`src/rtl/usb_unstuff.sv`:
```
// Receive-path stage after NRZI decode: strips SYNC, removes stuffed zeros,
// and flags SYNC / stuffing violations. All outputs are registered.
//
// state  | meaning
// IDLE   | line idle, waiting for the first SYNC zero
// SYNC   | counting SYNC zeros, waiting for the terminating one
// DATA   | passing payload bits, counting consecutive ones
// DROP   | next bit must be a stuffed zero and is discarded
// ERR    | packet is corrupt, bits ignored until EOP
module usb_unstuff #(
  parameter int MAX_ONES       = 6,
  parameter int SYNC_MIN_ZEROS = 5
) (
  input  logic clk,
  input  logic rst_b,
  input  logic bstr_in,
  input  logic bstr_in_ready,
  input  logic in_done,
  output logic bstr_out,
  output logic bstr_out_ready,
  output logic out_done,
  output logic stuff_err,
  output logic sync_err
);

  localparam int CNT_MAX = (MAX_ONES > 7) ? MAX_ONES : 7;
  localparam int CW      = $clog2(CNT_MAX + 1);

  typedef enum logic [2:0] {
    S_IDLE,
    S_SYNC,
    S_DATA,
    S_DROP,
    S_ERR
  } state_t;

  state_t          r_state;
  logic [CW-1:0]   r_zcnt;
  logic [CW-1:0]   r_ocnt;

  always_ff @(posedge clk or negedge rst_b) begin
    if (!rst_b) begin
      r_state        <= S_IDLE;
      r_zcnt         <= '0;
      r_ocnt         <= '0;
      bstr_out       <= 1'b0;
      bstr_out_ready <= 1'b0;
      out_done       <= 1'b0;
      stuff_err      <= 1'b0;
      sync_err       <= 1'b0;
    end else begin
      bstr_out       <= 1'b0;
      bstr_out_ready <= 1'b0;
      out_done       <= 1'b0;
      stuff_err      <= 1'b0;
      sync_err       <= 1'b0;
      // EOP wins over any bit presented in the same cycle
      if (in_done) begin
        r_zcnt  <= '0;
        r_ocnt  <= '0;
        r_state <= S_IDLE;
        case (r_state)
          S_SYNC:  sync_err <= 1'b1;
          S_DATA:  out_done <= 1'b1;
          S_DROP: begin
            stuff_err <= 1'b1;
            out_done  <= 1'b1;
          end
          S_ERR:   out_done <= 1'b1;
          default: ;
        endcase
      end else if (bstr_in_ready) begin
        case (r_state)
          S_IDLE: begin
            if (!bstr_in) begin
              r_zcnt  <= CW'(1);
              r_state <= S_SYNC;
            end
          end
          S_SYNC: begin
            if (!bstr_in) begin
              if (r_zcnt != CW'(7)) r_zcnt <= r_zcnt + CW'(1);
            end else if (r_zcnt >= CW'(SYNC_MIN_ZEROS)) begin
              r_ocnt  <= '0;
              r_state <= S_DATA;
            end else begin
              sync_err <= 1'b1;
              r_state  <= S_ERR;
            end
          end
          S_DATA: begin
            bstr_out       <= bstr_in;
            bstr_out_ready <= 1'b1;
            if (!bstr_in) begin
              r_ocnt <= '0;
            end else if (r_ocnt == CW'(MAX_ONES - 1)) begin
              r_ocnt  <= '0;
              r_state <= S_DROP;
            end else begin
              r_ocnt <= r_ocnt + CW'(1);
            end
          end
          S_DROP: begin
            if (!bstr_in) begin
              r_state <= S_DATA;
            end else begin
              stuff_err <= 1'b1;
              r_state   <= S_ERR;
            end
          end
          S_ERR:   ;
          default: r_state <= S_IDLE;
        endcase
      end
    end
  end

endmodule

```
`config.mk`:
```
export PLATFORM = sky130hd
export DESIGN_NAME = usb_unstuff
export DESIGN_NICKNAME = d
export VERILOG_FILES = /design/src/rtl/usb_unstuff.sv
export SDC_FILE = /design/constraint.sdc
export NUM_CORES = 1
export LEC_CHECK = 0
export BUFFER_PORTS_ARGS = -buffer_cell sky130_fd_sc_hd__buf_4
export CAP_MARGIN = 15
export CORE_MARGIN = 2
export CORE_UTILIZATION = 34
export CTS_BUF_LIST = sky130_fd_sc_hd__clkbuf_16
export CTS_CLUSTER_DIAMETER = 60
export CTS_CLUSTER_SIZE = 24
export DETAILED_ROUTE_END_ITERATION = 10
export PLACE_DENSITY_LB_ADDON = 0.1
export SYNTH_ARGS = -nofsm -noshare
export SYNTH_HDL_FRONTEND = slang
export SYNTH_SLANG_ARGS = --single-unit
```
`constraint.sdc`:
```
create_clock -name clk -period 1.6 [get_ports clk]
set_input_delay 0 -clock clk [delete_from_list [all_inputs] [get_ports clk]]
set_output_delay 0 -clock clk [all_outputs]
set_load 0.01 [all_outputs]
```
Word-level counts from Yosys, hierarchy flattened:

Index checks and enable logic that the tools add are counted.

* output and inout bits: 5
* word-level logic and storage cells: 73
* flip-flop bits (word level): 14

* order comparisons: 1
* eq/ne operators: 14
* reductions and logical operators: 8
* multiplexer cells: 40
* add/sub/neg operators: 2

Operators by type and width (count)
* $mux 3: 18
* $ne 3x3->1 const B: 8
* $mux 1: 19
* $pmux 3 s5: 1
* $pmux 3 s2: 2
* $add 3x1->3 const B: 2
* $eq 3x2->1 const B: 2
* $eq 3x3->1 const B: 2
* $reduce_and 6->1: 1
* $reduce_bool 3->1: 2
* $reduce_and 5->1: 1
* $reduce_and 4->1: 1
* $eq 3x1->1 const B: 1
* $ge 3x3->1 const B: 1
* $logic_not 3->1: 1
* $reduce_or 3->1: 1
* $ne 2x2->1 const B: 1
* $reduce_bool 2->1: 1

Depth between registers and ports, before layout:

* depth after elaboration: 6
* depth in mapped cells: 6
* gate-level depth less buffers: 6

Least setup slack after synthesis:

OpenSTA, ideal clock, no wires.

* path type: register to register
* start point: register r_zcnt[0]
* end point: register r_zcnt[1]
* clock period less this slack: 1.475 ns
* library setup time: 0.074 ns
* stages on the path, launching flop included: 7
* path slack: 0.125 ns
* path buffers: 0
* arrival: 1.401 ns
* cell sequence: dfrtp_1 -> ha_1 -> ha_1 -> nand2_1 -> nand3_1 -> or3_1 -> a21oi_2

* word-level cells in the longest chain between the ends: 6

RTL lines
* from (decl): RTL line 38 `logic [CW-1:0] r_zcnt;`
* from (signal assigned): RTL line 82 `if (r_zcnt != CW'(7)) r_zcnt <= r_zcnt + CW'(1);`
* $add 3x1->3: RTL line 82
* $mux 3: RTL line 82
* $mux 3: RTL line 81 `if (!bstr_in) begin`
* $pmux 3 s2: RTL line 73 `case (r_state)`
* $mux 3: RTL line 72 `end else if (bstr_in_ready) begin`
* $mux 3: RTL line 58 `if (in_done) begin`

Several ways; a longest one is shown, not always the timed one. The select of a mux whose other input is x is not followed.
A chain may end at the register's enable or synchronous reset.

Worst setup path after layout:

Same ends and word-level chain as after synthesis.

==> results.toml <==
[run_status]
outcome = "finished, final reports clean"

[cts]
root_buffer = "clkbuf_16"
clock_sinks = 14
worstSkewPairLatency_ps = 240
cts_buffers = 3
ctsHtreeMaxLevel = 1
clock_path_buffers = 2
cts_setup_buffers = 0
clkSlewWorstSetupHoldPaths_ps = 40
cts_tree = "built"

[timing]
slew-limit-headroom = 0.7932
worst_slew_pin_slew_ps = 305.8
min_period_ps = 1493
hold_viol_final = 0
setup_viol_count_final = 0
setup_ws_ps = 106.8
fin_tns_setup_ps = 0
fin_skew_ps = 1.174
hold-worst-slack_ps = 17.66
max_freq_ghz = 0.6697
drv_slew = 0
final.period_utilization = 0.9333
rsz0062_at_grt = "false"

[place]
post_dp_cell_area_um2 = 888.4
gp_congestion = 0.8115
port_buffers = 9
post-place-cells = 121
dp_hpwl_um = 1136
preCtsSetupSlack_ps = 15.24

[setup_path]
critical_path_class = "register to register"
reg2reg_depth = 6
startpoint_type = "register"
path_max_fanout = 3
end_kind = "register"
worstPathArrival_ps = 1660
worstPathRequired_ps = 1770

[die]
chipHeight_um = 52.11
core_area_um2 = 2191
start_util = 0.3592
die-area_um2 = 2715
rows = 17
io_pins = 10
dieWidth_um = 52.11

[logic_synthesis]
yosysTopAreaCellShare = 0.4452
ys_warn_count = 0
syn_area_per_cell_um2 = 9.151
seq_area_frac_synth = 0.4452
synth_cell_types = 33
syn-cell-area_um2 = 787.0
synth_top_area_cell = "dfrtp_1"
ys_seq_elements = 14
syn_nets = 94
netlist_top_cells_area = "dfrtp_1 (45%), nor2b_1 (5.6%), ha_1 (4.8%)"
syn-instance-count = 86

[drt]
wirelength_um = 1623
drtIter0Drc = 8
num_vias = 642
antenna_left = 0
detail_route.vias_per_cell = 5.136
wire_per_inst_um = 12.98
first_pass_iters = 4
drc = 0

[layout]
nFillCells = 213
final_core_util = 0.4546
final_common_cell = "dfrtp_1"
stdcell_count = 125
sequential_cell_area_um2 = 350.3
final_nets = 107
final_cell_mix = "dfrtp_1 (14), buf_4 (13), nor2_1 (9)"
stdcell_area_um2 = 996.0
area_growth_pct = 26.55
layout-drive-gt1-share = 0.2784
multi_input_area_um2 = 412.9
diodes = 0

[pwr]
pwr-share-seq = 0.407
netSwitchingFraction = 0.2025
peakVddDrop_mv = 0.3937
power_leakage_nw = 0.4292
p_clk_frac = 0.513
power.density_nw_per_um2 = 903.1
internal_power_mw = 0.7173
power_switching_mw = 0.1821
total_power_mw = 0.8994
combPwrFrac = 0.079

[grt]
grt_pass1_vias = 611
grt-ovfl-total = 0
grt_pass1_wl_um = 2801
antenna_found_initial = 0
grt_max_degree = 15
grt_util_all_layers = 0.1455

[job]
maxCapViolations = 0

[worst_hold_path]
hold_depth = 2
hold_path_class = "primary input to register"
critical path, stage by stage, from the launching register on:
cell and delay (ps):
dfrtp_1 400, ha_2 200, ha_1 170, nand2_1 90, nand3_2 90, or3_4 340, a21oi_2 130
synthesized netlist by cell type, drive strengths merged:
| cell | n |
|---|---|
| nand2b | 1 |
| ha | 3 |
| a311oi | 1 |
| a21oi | 8 |
| buf | 3 |
| and2b | 1 |
| o21ai | 4 |
| inv | 4 |
| o41ai | 1 |
| or3 | 1 |
| nand4b | 1 |
| mux2 | 1 |
| nand3 | 1 |
| nor3 | 3 |
| clkbuf | 3 |
| nand2 | 7 |
| or3b | 2 |
| nor3b | 1 |
| nor2 | 9 |
| o2bb2ai | 2 |
| dfrtp | 14 |
| nand3b | 2 |
| nor4b | 1 |
| a211oi | 1 |
| mux2i | 1 |
| a31oi | 2 |
| or2 | 1 |
| nor2b | 7 |
layer usage:
layer / share of wire / track usage / up-vias / wire length, um
li1: - / - / 322 / -
met2: 0.47 / 0.2321 / 11 / 766
met5: 0 / 0 / - / 0
met4: 0.027 / 0.09211 / 0 / 44
met1: 0.47 / 0.1792 / 303 / 764
met3: 0.029 / 0.02586 / 6 / 47
registers in the layout (all words and copies together) (netlist names):
| register | cells |
|---|---|
| r_ocnt | 3 |
| r_state | 3 |
| sync_err | 1 |
| bstr_out_ready | 1 |
| r_zcnt | 3 |
| bstr_out | 1 |
| stuff_err | 1 |
| out_done | 1 |
power groups by stage:
stage          Clock [mW]  Combinational [mW]  Sequential, mW
6_report            0.462              0.0712           0.366
4_1_cts             0.470              0.0703           0.366
2_1_floorplan           0              0.0380           0.370
5_1_grt             0.490              0.0804           0.367
3_5_place_dp            0              0.0665           0.372
3_3_place_gp            0              0.0669           0.371
cell families after synthesis:
kind of cell    after synthesis  synth area share
simple gates                 38            0.2703
buf+inv                      10           0.05881
fa+ha+maj                     3           0.04770
flops                        14            0.4452
mux                           2           0.02703
compound gates               19            0.1510
layout make-up:
class,instances,share of cell area
tap,28,0.03518
inverter,4,0.01508
timing repair buffer,14,0.1080
sequential,14,0.3518
clock buffer,3,0.07538
multi-input combinational,62,0.4146
final timing paths:
path	endpoint	from	slack [ps]
min reg2reg	r_ocnt[2]	r_ocnt[2]	550
min in group asynchronous	sync_err	rst_b	150
max	r_zcnt[1]	r_zcnt[0]	110
max reg2reg	r_zcnt[1]	r_zcnt[0]	110
max in group asynchronous	r_zcnt[1]	rst_b	1290
min	r_zcnt[1]	in_done	20
what timing repair did:
item	CTS	global route
endpoints found under the hold margin	14	0
setup endpoints to repair	1	3
resized for setup	1	4
hold buffers	1	0
Power figures use the tool's default switching activity.
